--- config.mk ---
export PLATFORM = sky130hd
export DESIGN_NAME = lsu_axi_master
export DESIGN_NICKNAME = d
export VERILOG_FILES = /design/src/rtl/lsu_axi_master_pkg.sv /design/src/rtl/lsu_axi_master_lane_align.sv /design/src/rtl/lsu_axi_master.sv
export SDC_FILE = /design/constraint.sdc
export NUM_CORES = 1
export LEC_CHECK = 0
export CORE_ASPECT_RATIO = 0.8
export CORE_MARGIN = 5
export CORE_UTILIZATION = 30
export DETAILED_ROUTE_END_ITERATION = 10
export HOLD_SLACK_MARGIN = 0.12
export PLACE_DENSITY = 0.54
export SLEW_MARGIN = 10
export SYNTH_ARGS = -nofsm -noshare
export SYNTH_HDL_FRONTEND = slang
export SYNTH_SLANG_ARGS = --single-unit
--- constraint.sdc ---
create_clock -name clk -period 9.6 [get_ports clk]
set_input_delay 1.92 -clock clk [delete_from_list [all_inputs] [get_ports clk]]
set_output_delay 1.92 -clock clk [all_outputs]
set_load 0.02 [all_outputs]
--- src/rtl/lsu_axi_master_pkg.sv ---
// lsu_axi_master_pkg
// Shared definitions for the LSU AXI initiator: FSM state encoding, access
// size codes, AXI response codes and the misalignment helper.
package lsu_axi_master_pkg;

  typedef enum logic [2:0] {
    ST_IDLE    = 3'd0,
    ST_RD_ADDR = 3'd1,
    ST_RD_DATA = 3'd2,
    ST_WR_REQ  = 3'd3,
    ST_WR_RESP = 3'd4,
    ST_DONE    = 3'd5
  } lsu_state_e;

  localparam logic [1:0] SIZE_B = 2'd0;
  localparam logic [1:0] SIZE_H = 2'd1;
  localparam logic [1:0] SIZE_W = 2'd2;
  localparam logic [1:0] SIZE_D = 2'd3;

  localparam logic [1:0] AXI_RESP_OKAY = 2'b00;

  // An access is misaligned when it would cross the 8-byte lane boundary.
  function automatic logic is_misaligned(input logic [2:0] off, input logic [1:0] size);
    logic [3:0] end_s;
    end_s = {1'b0, off} + (4'd1 << size);
    return (end_s > 4'd8);
  endfunction

endpackage

--- src/rtl/lsu_axi_master_lane_align.sv ---
// lsu_lane_align
// Combinational byte-lane steering for a 64-bit bus.
//   off, size        : byte offset within the dword and access size code
//   is_signed        : sign-extend load data when set
//   wdata / rdata    : right-aligned store data / raw bus read data
//   strb / wdata_sh  : write strobe and lane-shifted store data
//   rdata_ext        : extracted and extended load data
module lsu_lane_align
  import lsu_axi_master_pkg::*;
(
  input  logic [2:0]  off,
  input  logic [1:0]  size,
  input  logic        is_signed,
  input  logic [63:0] wdata,
  input  logic [63:0] rdata,
  output logic [7:0]  strb,
  output logic [63:0] wdata_sh,
  output logic [63:0] rdata_ext
);

  logic [7:0]  mask_s;
  logic [63:0] rdata_sh_s;

  // Store side: byte mask for the size, moved up to the addressed lane.
  always_comb begin
    mask_s = 8'h00;
    case (size)
      SIZE_B:  mask_s = 8'h01;
      SIZE_H:  mask_s = 8'h03;
      SIZE_W:  mask_s = 8'h0F;
      SIZE_D:  mask_s = 8'hFF;
      default: mask_s = 8'h00;
    endcase
    strb     = mask_s << off;
    wdata_sh = wdata << {off, 3'b000};
  end

  // Load side: bring the addressed lane down to bit 0, then extend.
  always_comb begin
    rdata_sh_s = rdata >> {off, 3'b000};
    rdata_ext  = 64'd0;
    case (size)
      SIZE_B:  rdata_ext = {{56{is_signed & rdata_sh_s[7]}},  rdata_sh_s[7:0]};
      SIZE_H:  rdata_ext = {{48{is_signed & rdata_sh_s[15]}}, rdata_sh_s[15:0]};
      SIZE_W:  rdata_ext = {{32{is_signed & rdata_sh_s[31]}}, rdata_sh_s[31:0]};
      SIZE_D:  rdata_ext = rdata_sh_s;
      default: rdata_ext = rdata_sh_s;
    endcase
  end

endmodule

--- src/rtl/lsu_axi_master.sv ---
// lsu_axi_master
// Turns single LSU load/store requests into AXI-lite style transactions,
// one outstanding at a time.
//   clk, rst           : clock, asynchronous active-high reset
//   req_*              : LSU request handshake and payload
//   rsp_*              : one-cycle completion pulse with data/error
//   axi_aw/w/b/ar/r_*  : single-beat AXI initiator channels
module lsu_axi_master
  import lsu_axi_master_pkg::*;
#(
  parameter int ADDR_W = 64,
  parameter int DATA_W = 64
) (
  input  logic              clk,
  input  logic              rst,
  input  logic              req_valid,
  output logic              req_ready,
  input  logic              req_wen,
  input  logic [ADDR_W-1:0] req_addr,
  input  logic [1:0]        req_size,
  input  logic              req_signed,
  input  logic [DATA_W-1:0] req_wdata,
  output logic              rsp_valid,
  output logic [DATA_W-1:0] rsp_rdata,
  output logic              rsp_err,
  output logic              axi_aw_valid_o,
  input  logic              axi_aw_ready_i,
  output logic [ADDR_W-1:0] axi_aw_addr_o,
  output logic              axi_w_valid_o,
  input  logic              axi_w_ready_i,
  output logic [DATA_W-1:0] axi_w_data_o,
  output logic [7:0]        axi_w_strb_o,
  input  logic              axi_b_valid_i,
  output logic              axi_b_ready_o,
  input  logic [1:0]        axi_b_resp_i,
  output logic              axi_ar_valid_o,
  input  logic              axi_ar_ready_i,
  output logic [ADDR_W-1:0] axi_ar_addr_o,
  input  logic              axi_r_valid_i,
  output logic              axi_r_ready_o,
  input  logic [1:0]        axi_r_resp_i,
  input  logic [DATA_W-1:0] axi_r_data_i
);

  lsu_state_e  state_r;
  logic [2:0]  off_r;
  logic [1:0]  size_r;
  logic        signed_r;
  logic        aw_done_r;
  logic        w_done_r;

  logic [2:0]  align_off_s;
  logic [1:0]  align_size_s;
  logic [7:0]  strb_s;
  logic [63:0] wdata_sh_s;
  logic [63:0] load_ext_s;
  logic        aw_hs_s;
  logic        w_hs_s;

  // In IDLE the aligner sees the incoming request (store data is captured on
  // accept); afterwards it sees the latched load offset/size.
  always_comb begin
    if (state_r == ST_IDLE) begin
      align_off_s  = req_addr[2:0];
      align_size_s = req_size;
    end else begin
      align_off_s  = off_r;
      align_size_s = size_r;
    end
  end

  // Write-channel handshakes as seen in the current cycle.
  always_comb begin
    aw_hs_s = axi_aw_valid_o & axi_aw_ready_i;
    w_hs_s  = axi_w_valid_o & axi_w_ready_i;
  end

  lsu_lane_align u_align (
    .off       (align_off_s),
    .size      (align_size_s),
    .is_signed (signed_r),
    .wdata     (req_wdata),
    .rdata     (axi_r_data_i),
    .strb      (strb_s),
    .wdata_sh  (wdata_sh_s),
    .rdata_ext (load_ext_s)
  );

  // Transaction FSM with all outputs registered.
  always_ff @(posedge clk or posedge rst) begin
    if (rst) begin
      state_r        <= ST_IDLE;
      off_r          <= 3'd0;
      size_r         <= 2'd0;
      signed_r       <= 1'b0;
      aw_done_r      <= 1'b0;
      w_done_r       <= 1'b0;
      req_ready      <= 1'b1;
      rsp_valid      <= 1'b0;
      rsp_rdata      <= '0;
      rsp_err        <= 1'b0;
      axi_aw_valid_o <= 1'b0;
      axi_aw_addr_o  <= '0;
      axi_w_valid_o  <= 1'b0;
      axi_w_data_o   <= '0;
      axi_w_strb_o   <= 8'h00;
      axi_b_ready_o  <= 1'b0;
      axi_ar_valid_o <= 1'b0;
      axi_ar_addr_o  <= '0;
      axi_r_ready_o  <= 1'b0;
    end else begin
      case (state_r)
        ST_IDLE: begin
          if (req_valid) begin
            req_ready <= 1'b0;
            off_r     <= req_addr[2:0];
            size_r    <= req_size;
            signed_r  <= req_signed;
            if (is_misaligned(req_addr[2:0], req_size)) begin
              rsp_valid <= 1'b1;
              rsp_err   <= 1'b1;
              rsp_rdata <= '0;
              state_r   <= ST_DONE;
            end else if (req_wen) begin
              axi_aw_valid_o <= 1'b1;
              axi_aw_addr_o  <= req_addr;
              axi_w_valid_o  <= 1'b1;
              axi_w_data_o   <= wdata_sh_s;
              axi_w_strb_o   <= strb_s;
              aw_done_r      <= 1'b0;
              w_done_r       <= 1'b0;
              state_r        <= ST_WR_REQ;
            end else begin
              axi_ar_valid_o <= 1'b1;
              axi_ar_addr_o  <= req_addr;
              state_r        <= ST_RD_ADDR;
            end
          end
        end
        ST_RD_ADDR: begin
          if (axi_ar_ready_i) begin
            axi_ar_valid_o <= 1'b0;
            axi_r_ready_o  <= 1'b1;
            state_r        <= ST_RD_DATA;
          end
        end
        ST_RD_DATA: begin
          if (axi_r_valid_i) begin
            axi_r_ready_o <= 1'b0;
            rsp_valid     <= 1'b1;
            if (axi_r_resp_i != AXI_RESP_OKAY) begin
              rsp_err   <= 1'b1;
              rsp_rdata <= '0;
            end else begin
              rsp_err   <= 1'b0;
              rsp_rdata <= load_ext_s;
            end
            state_r <= ST_DONE;
          end
        end
        ST_WR_REQ: begin
          // Each channel retires independently; move on once both have.
          if (aw_hs_s) begin
            axi_aw_valid_o <= 1'b0;
            aw_done_r      <= 1'b1;
          end
          if (w_hs_s) begin
            axi_w_valid_o <= 1'b0;
            w_done_r      <= 1'b1;
          end
          if ((aw_done_r | aw_hs_s) & (w_done_r | w_hs_s)) begin
            axi_b_ready_o <= 1'b1;
            state_r       <= ST_WR_RESP;
          end
        end
        ST_WR_RESP: begin
          if (axi_b_valid_i) begin
            axi_b_ready_o <= 1'b0;
            rsp_valid     <= 1'b1;
            rsp_err       <= (axi_b_resp_i != AXI_RESP_OKAY);
            rsp_rdata     <= '0;
            state_r       <= ST_DONE;
          end
        end
        ST_DONE: begin
          rsp_valid <= 1'b0;
          rsp_err   <= 1'b0;
          rsp_rdata <= '0;
          req_ready <= 1'b1;
          state_r   <= ST_IDLE;
        end
        default: begin
          state_r        <= ST_IDLE;
          req_ready      <= 1'b1;
          rsp_valid      <= 1'b0;
          axi_aw_valid_o <= 1'b0;
          axi_w_valid_o  <= 1'b0;
          axi_b_ready_o  <= 1'b0;
          axi_ar_valid_o <= 1'b0;
          axi_r_ready_o  <= 1'b0;
        end
      endcase
    end
  end

endmodule

; Word-level counts from Yosys, hierarchy flattened
; Index checks and enable logic that the tools add are counted.
; W data, S select, Z words.
[totals]
register_bits = 283
ramBits = 0
output_inout_bits = 272
romBits = 0
memories = 0
latchBits = 0
in_bits = 208
[classes]
div_mod_pow = 0
n_mul = 0
order_cmp = 1
n_shift = 4
n_eq_ne = 19
n_reduce_logical = 26
addsub = 1
mux = 54
n_bitwise = 16
[ops]
columns = operator, n
row1 = $pmux W64 S4, 2
row2 = $mux W64, 5
row3 = $shl A64 B6 Y64, 1
row4 = $shr A64 B6 Y64, 1
row5 = $reduce_and A5 Y1, 8
row6 = $pmux W8 S4, 1
row7 = $mux W1, 26
row8 = $mux W3, 7
row9 = $ne A2 B2 Y1 const B, 10
row10 = $reduce_or A4 Y1, 5
row11 = $pmux W1 S3, 5
row12 = $pmux W3 S5, 1
row13 = $not A1 Y1, 8
row14 = $pmux W1 S4, 2
row15 = $reduce_and A4 Y1, 2
row16 = $shl A8 B3 Y8, 1
row17 = $and A1 B1 Y1, 6
row18 = $eq A3 B2 Y1 const B, 2
row19 = $eq A3 B3 Y1 const B, 2
row20 = $pmux W1 S2, 3
row21 = $reduce_and A3 Y1, 2
row22 = $reduce_bool A2 Y1, 3
row23 = $add A3 B4 Y4, 1
row24 = $eq A2 B2 Y1 const B, 2
row25 = 12 further kinds, 15

; Logic depth before layout (Yosys ltp)
; Gate-level depths: netlist (run 1).
[depth]
depth_word = 8
ltp_mapped = 11
mapped_depth_nobuf = 9

; By module
; Synthesis (run 1) repeated with hierarchy kept, for this count alone.
[unflattened]
cells_unflattened = 1385
hier_area_um2 = 15801.4
[modules_own_cells]
columns = module, cells_per_inst, instances, seq_area_each_um2, area_per_inst_um2
row1 = lsu_axi_master, 829, 1, 7083.0, 11516.0
row2 = lsu_lane_align, 556, 1, 0.0, 4285.4

; Least setup slack after synthesis (run 1)
; Ideal clock, no wire load.
[synth_path]
kind = input-to-reg
startpoint = input port req_size[1]
endpoint = register axi_ar_addr_o[10]
t_required_ps = 9475
n_path_buf = 2
path_slack_ps = 5397
arrival_time_ps = 4078
cell_stages = 10
path_cell_list = nor2_1 ha_1 fa_1 xor2_1 or3_1 nand2_1 and3b_1 buf_2 buf_2 mux2_2
[synth_via]
elab_chain_len = 5
[synth_lines]
columns = item, line
row1 = "start, declared", lsu_axi_master.sv:20  ; input logic [1:0] req_size,
row2 = $shl A1 B2 Y4, lsu_axi_master_pkg.sv:25  ; end_s = {1'b0, off} + (4'd1 << size);
row3 = $add A3 B4 Y4, lsu_axi_master_pkg.sv:25
row4 = $gt A4 B4 Y1, lsu_axi_master_pkg.sv:26  ; return (end_s > 4'd8);
row5 = $not A1 Y1 (no line), n/a
row6 = $reduce_and A4 Y1 (no line), n/a
row7 = "end signal, assigned", lsu_axi_master.sv:135  ; axi_ar_addr_o <= req_addr;
row8 = "end, declared", lsu_axi_master.sv:38  ; output logic [ADDR_W-1:0] axi_ar_addr_o,
; No other way between the ends.
; A chain may end at the register's enable or synchronous reset.

; Worst setup path in the final report (run 1)
[layout_path]
startpoint = input port req_size[0]
endpoint = register axi_w_data_o[2]
[layout_via]
elab_chain_len = 5
[layout_lines]
columns = item, line
row1 = $shl A1 B2 Y4, lsu_axi_master_pkg.sv:25
row2 = $add A3 B4 Y4, lsu_axi_master_pkg.sv:25
row3 = $gt A4 B4 Y1, lsu_axi_master_pkg.sv:26
row4 = $not A1 Y1 (no line), n/a
row5 = $reduce_and A4 Y1 (no line), n/a
row6 = "end signal, assigned", lsu_axi_master.sv:128  ; axi_w_data_o <= wdata_sh_s;
row7 = "end, declared", lsu_axi_master.sv:31  ; output logic [DATA_W-1:0] axi_w_data_o,
; No other way between the ends.

==> results of run 1 <==
report_power, final:
group | internal (W) | leakage (nW) | switching (W)
clock network | 0.000821 | 0.590 | 0.000567
logic | 0.00185 | 4.83 | 0.00267
registers | 0.00167 | 3.61 | 0.000344
critical path, stage by stage:
cell,delay [ps]
clkdlybuf4s50_1,620
nor2b_1,260
ha_1,270
a21o_1,180
a21oi_1,240
xor2_1,410
a21o_4,780
buf_4,860
o21ai_0,230
worst paths after layout:
check                                  start                 to
max                              req_size[0]    axi_w_data_o[2]
min                        axi_aw_addr_o[60]  axi_aw_addr_o[60]
max reg2reg                       state_r[1]      rsp_rdata[58]
min reg2reg                axi_aw_addr_o[60]  axi_aw_addr_o[60]
max in group asynchronous                rst  axi_ar_addr_o[33]
min in group asynchronous                rst  axi_ar_addr_o[51]
cells in the mapped netlist (5+ instances only):
cell type	instances	area share, %
nor3_1	7	0.24
o211ai_1	8	0.42
inv_1	6	0.16
dfrtp_1	282	49
a22oi_1	8	0.42
nor2_1	29	0.75
o31ai_1	23	1.2
nand2_1	354	9.2
buf_1	7	0.18
mux2_2	116	9.0
clkbuf_1	67	1.7
buf_2	26	0.90
o21a_1	13	0.68
nand3_1	14	0.48
a21oi_1	50	1.7
mux2i_1	67	4.6
and3_1	19	0.82
a211oi_1	25	1.3
mux4_2	12	1.9
a32oi_1	15	0.91
a22o_1	15	0.91
nand2b_1	5	0.22
a31oi_1	17	0.74
o22ai_1	10	0.43
a221o_1	39	2.7
buf_4	12	0.62
o21ai_0	69	2.4
o2bb2ai_1	16	0.97
a222oi_1	8	0.55
a211o_1	9	0.55
metal layers:
layer	up-vias	global-route usage, %	part of all wire (%)
li1	5976	-	-
met4	10	6.514	2.6
met1	6518	29.54	42
met5	-	0	0.085
met3	98	8.782	9.8
met2	585	35.58	45
cell families after synthesis:
family                   synth area share (%)
AND/OR/NAND/NOR                         13.22
AO/OA/AOI/OAI                           17.48
flip-flops                              49.00
multiplexers                            15.80
buffers and inverters                   3.912
adder cells (fa/ha/maj)                0.3982
XOR/XNOR                               0.1818
area by class of cell:
cell class	count	area, sq um	area share [%]
Sequential cell	283	7083	33.86
Multi-Input combinational cell	1008	6850	32.74
Timing Repair Buffer	499	4957	23.69
Clock buffer	46	996.0	4.760
Tap cell	629	787.0	3.762
Clock inverter	15	206.4	0.9868
Inverter	6	26.28	0.1256
Antenna cell	6	15.01	0.07177
flip-flops by register name, indices dropped and copies added (netlist names), 2 cells and up:
name and cells:
off_r 3, axi_w_strb_o 8, rsp_rdata 64, size_r 2
axi_aw_addr_o 64, state_r 3, axi_w_data_o 64, axi_ar_addr_o 64
metrics by stage:
stage	total power (W)	setup slack [ps]	std cells	utilization, %
floorplan	0.004601	3932	1413	-
global placement	0.006507	3688	2425	41.04
detailed placement	0.006517	3533	2425	41.04
CTS	0.007956	4126	2486	43.54
global route	0.008356	3830	2489	43.56
finish	0.007917	4121	2492	43.57
==> impl_metrics.toml, run 1 <==
[min_path]
whs_path_depth = 2
worstHoldPathType = "reg -> reg"

[power]
p_leak_nw = 9.026
ir_drop_v = 0.0001991
power.density_nw_per_um2 = 378.4

[logic_synthesis]
ys_seq_elements = 283
synthCells = 1413
synth_edf_count = 0
synthArstFlopShare_pct = 100.0
syn_nets = 1625
syn_avg_cell_area_sq_um = 10.23
syn_area_sq_um = 14460
synth-main-ff-cell = "dfrtp_1"
yosysWarnings = 0
synth_seq_area_share_pct = 49.00
synth_cell_types = 66

[finish]
drive_gt1_share_pct = 12.71
finalInstanceArea_sq_um = 20920
layout_commonest_cell = "clkdlybuf4s50_1"
fill_cells = 4559
synthToLayoutAreaGrowth_pct = 44.72
nets = 2044
layout_common_cells = "clkdlybuf4s50_1, nand2_1, dfrtp_1"

[worst_setup_path]
worstSetupPathType = "in -> reg"
reg2reg_slack_ps = 5340
endpoint_kind = "flop"
cp_max_fo = 95
critPathArrivalTime_ps = 5860
r2r_cells = 6
required_ps = 9990
start_kind = "primary input"

[cts]
cts.sinks = 283
cts_setup_buffers = 0
cts_tree = "done"
cts_made_buffers = 34
cts.clk_slew.worst_paths_ps = 60
cts_resized = 0
htree_levels = 2
hold_buffers = 0
root_buffer = "clkbuf_16"
clock_latency_ps = 550
clockBufferDepth = 3

[global_route]
grt_pass1_vias = 13560
antenna_found_initial = 11
grt_overflow = 0
grt_pass1_wl_um = 91570
grtUsageTotal_pct = 22.72
grt_max_degree = 131

[placed_design]
dp_hpwl_um = 45610
finalWeightedCongestion = 0.8836
placed_cell_area_sq_um = 19700
io_buffer_count = 479

[timing]
tightestPinTransition_ps = 1282
fmax_mhz = 182.5
finalHoldViolations = 0
finClkSkew_ps = 13.46
finalSetupViolations = 0
hold_ws_ps = 469.3
maxSlewHeadroom_pct = 14.24
fin_setup_tns_ps = 0
finalCritPeriodShare_pct = 57.07
report.final.slew_viol_count = 0
fin_crit_ps = 5479
rsz0062_at_grt = "no"

[detailed_routing]
wl_per_cell_um = 25.15
via_per_inst = 5.292
vias = 13190
drtAntennaViolNets = 0
drtIter0Drc = 1110
wl_um = 62670
remaining_drc_errors = 0
dr.pass1.iters = 6

[run_status]
outcome = "finished, final reports clean"

[floorplan]
die_w_um = 255.4
coreArea_sq_um = 48020
rows = 72
start_util_pct = 30.11
io_pins = 480
die-area_sq_um = 52700
die_h_um = 206.3

[flow_run]
max_cap_viol_count = 0
No activity file was read; power rests on OpenSTA's default activity.
==> run 2, diff against run 1 <==
Settings changed: PLACE_DENSITY 0.54 to 0.52.
Clock period 9.6 ns to 5.5 ns, I/O delays scaled along.
==> impl_metrics.toml, run 2 (same netlist as run 1, synthesis figures left out) <==
[worst_setup_path]
cp_slowest_cell = "nor2_2"
slowest_delay_ps = 950
worstSetupPathType = "in -> reg"
critPathArrivalTime_ps = 4480
r2r_start = "state_r[2]"
required_ps = 5940
r2r_cells = 7
crit_start = "req_addr[1]"
endpoint_kind = "flop"
crit_chain = "clkdlybuf4s50_1, or4b_1, and2_2, nor2_2, o2bb2ai_1, a21oi_1, o21ai_0"
reg2reg_to = "axi_w_data_o[58]"
reg2reg_slack_ps = 1760
start_kind = "primary input"
cp_max_fo = 32

[cts]
cts_tree = "done"
cts_made_buffers = 36
root_buffer = "clkbuf_16"
htree_levels = 2
clockBufferDepth = 3
cts_resized = 0
hold_buffers = 0
clock_latency_ps = 550
cts_setup_buffers = 0
cts.sinks = 283
cts.clk_slew.worst_paths_ps = 50

[timing]
finalCritPeriodShare_pct = 73.62
fin_setup_tns_ps = 0
rsz0062_at_grt = "no"
finalSetupViolations = 0
fin_crit_ps = 4049
report.final.slew_viol_count = 0
fmax_mhz = 247.0
finalHoldViolations = 0
finClkSkew_ps = 34.24
maxSlewHeadroom_pct = 27.79
tightestPinTransition_ps = 1082

[detailed_routing]
wl_per_cell_um = 25.75
via_per_inst = 5.292
drtAntennaViolNets = 0
drtIter0Drc = 1112
vias = 13250
wl_um = 64490
remaining_drc_errors = 0
dr.pass1.iters = 7

[global_route]
grt_overflow = 0
grt_max_degree = 131
antenna_found_initial = 5
grt_pass1_vias = 13650
grtUsageTotal_pct = 23.43
grt_pass1_wl_um = 94550

[min_path]
hold_end = "axi_w_data_o[23]"
whs_path_depth = 2
worstHoldPathType = "reg -> reg"
min_from = "axi_w_data_o[23]"

[floorplan]
start_util_pct = 30.11
io_pins = 480
die_w_um = 255.4
coreArea_sq_um = 48020
die-area_sq_um = 52700
rows = 72
die_h_um = 206.3

[finish]
multi_input_area_sq_um = 6853
fin_cells = 2504
final-seq-area_sq_um = 7083
drive_gt1_share_pct = 12.83
layout_common_cells = "clkdlybuf4s50_1, nand2_1, dfrtp_1"
synthToLayoutAreaGrowth_pct = 45.40
nets = 2058
layout_commonest_cell = "clkdlybuf4s50_1"
fill_cells = 4602

[power]
internal_power_w = 0.007559
ir_drop_v = 0.0003730
swShare_pct = 45.10
power.density_nw_per_um2 = 655.1
p_leak_nw = 9.080
p_clk_share_pct = 16.9
p_switching_w = 0.006211
power_frac_comb_pct = 57.6
finalPower_w = 0.01377
p_seq_share_pct = 25.5

[run_status]
outcome = "finished, final reports clean"

[placed_design]
finalWeightedCongestion = 0.8748
dp_hpwl_um = 46930
io_buffer_count = 479
numPlacedInstances = 2437

[flow_run]
max_cap_viol_count = 0
-- run 2: worst max-delay path by stage --
stage / end / slack, ps / depth (start not counted)
2_1_floorplan: aw_done_r / 650 / 1
3_3_place_gp: axi_w_data_o[58] / 970 / 9
3_5_place_dp: axi_aw_addr_o[25] / 870 / 10
4_1_cts: axi_aw_addr_o[25] / 1470 / 10
5_1_grt: axi_aw_addr_o[21] / 1250 / 10
6_report: axi_w_data_o[55] / 1450 / 7
-- run 2: power by group through the flow --
stage / Clock, W / Sequential [W] / Combinational [W]
final: 0.00232 / 0.00352 / 0.00793
after global routing: 0.00248 / 0.00362 / 0.00846
after CTS: 0.00240 / 0.00352 / 0.00795
after detailed placement: 0 / 0.00351 / 0.00792
after global placement: 0 / 0.00350 / 0.00790
after floorplan: 0 / 0.00433 / 0.00370
-- run 2: final cells by class --
cell class	count	share of cell area, %
flip-flops and latches	283	33.70
clock inverters	8	0.4524
well taps	629	3.744
diodes	5	0.05953
multi-input cells	1008	32.60
clock buffers	54	4.947
inverters	6	0.1250
repair buffers	511	24.37
-- run 2: metrics by stage --
step,worst slack [ps],hold WS (ps),cell area [sq um],utilization (%)
after floorplan,651.5,466.6,14460,-
after global placement,974.8,457.4,19870,41.39
after detailed placement,866.4,459.7,19870,41.39
after CTS,1474,476.3,21010,43.75
after global routing,1251,502.0,21010,43.76
final,1451,472.3,21020,43.77
-- run 2: worst max-delay path, delay by kind of cell --
| kind | cells | cell delay [ps] |
|---|---|---|
| AOI/OAI and AO/OA | 3 | 530 |
| buffers and inverters | 1 | 840 |
| and+or+nand+nor | 3 | 1970 |
-- run 2: metal layers --
layer	global-route usage, %	wire (um)	vias up
li1	-	-	5996
met1	31.81	28250	6631
met2	36.95	29300	547
met3	7.744	5725	78
met4	4.876	1215	0
met5	0	0	-
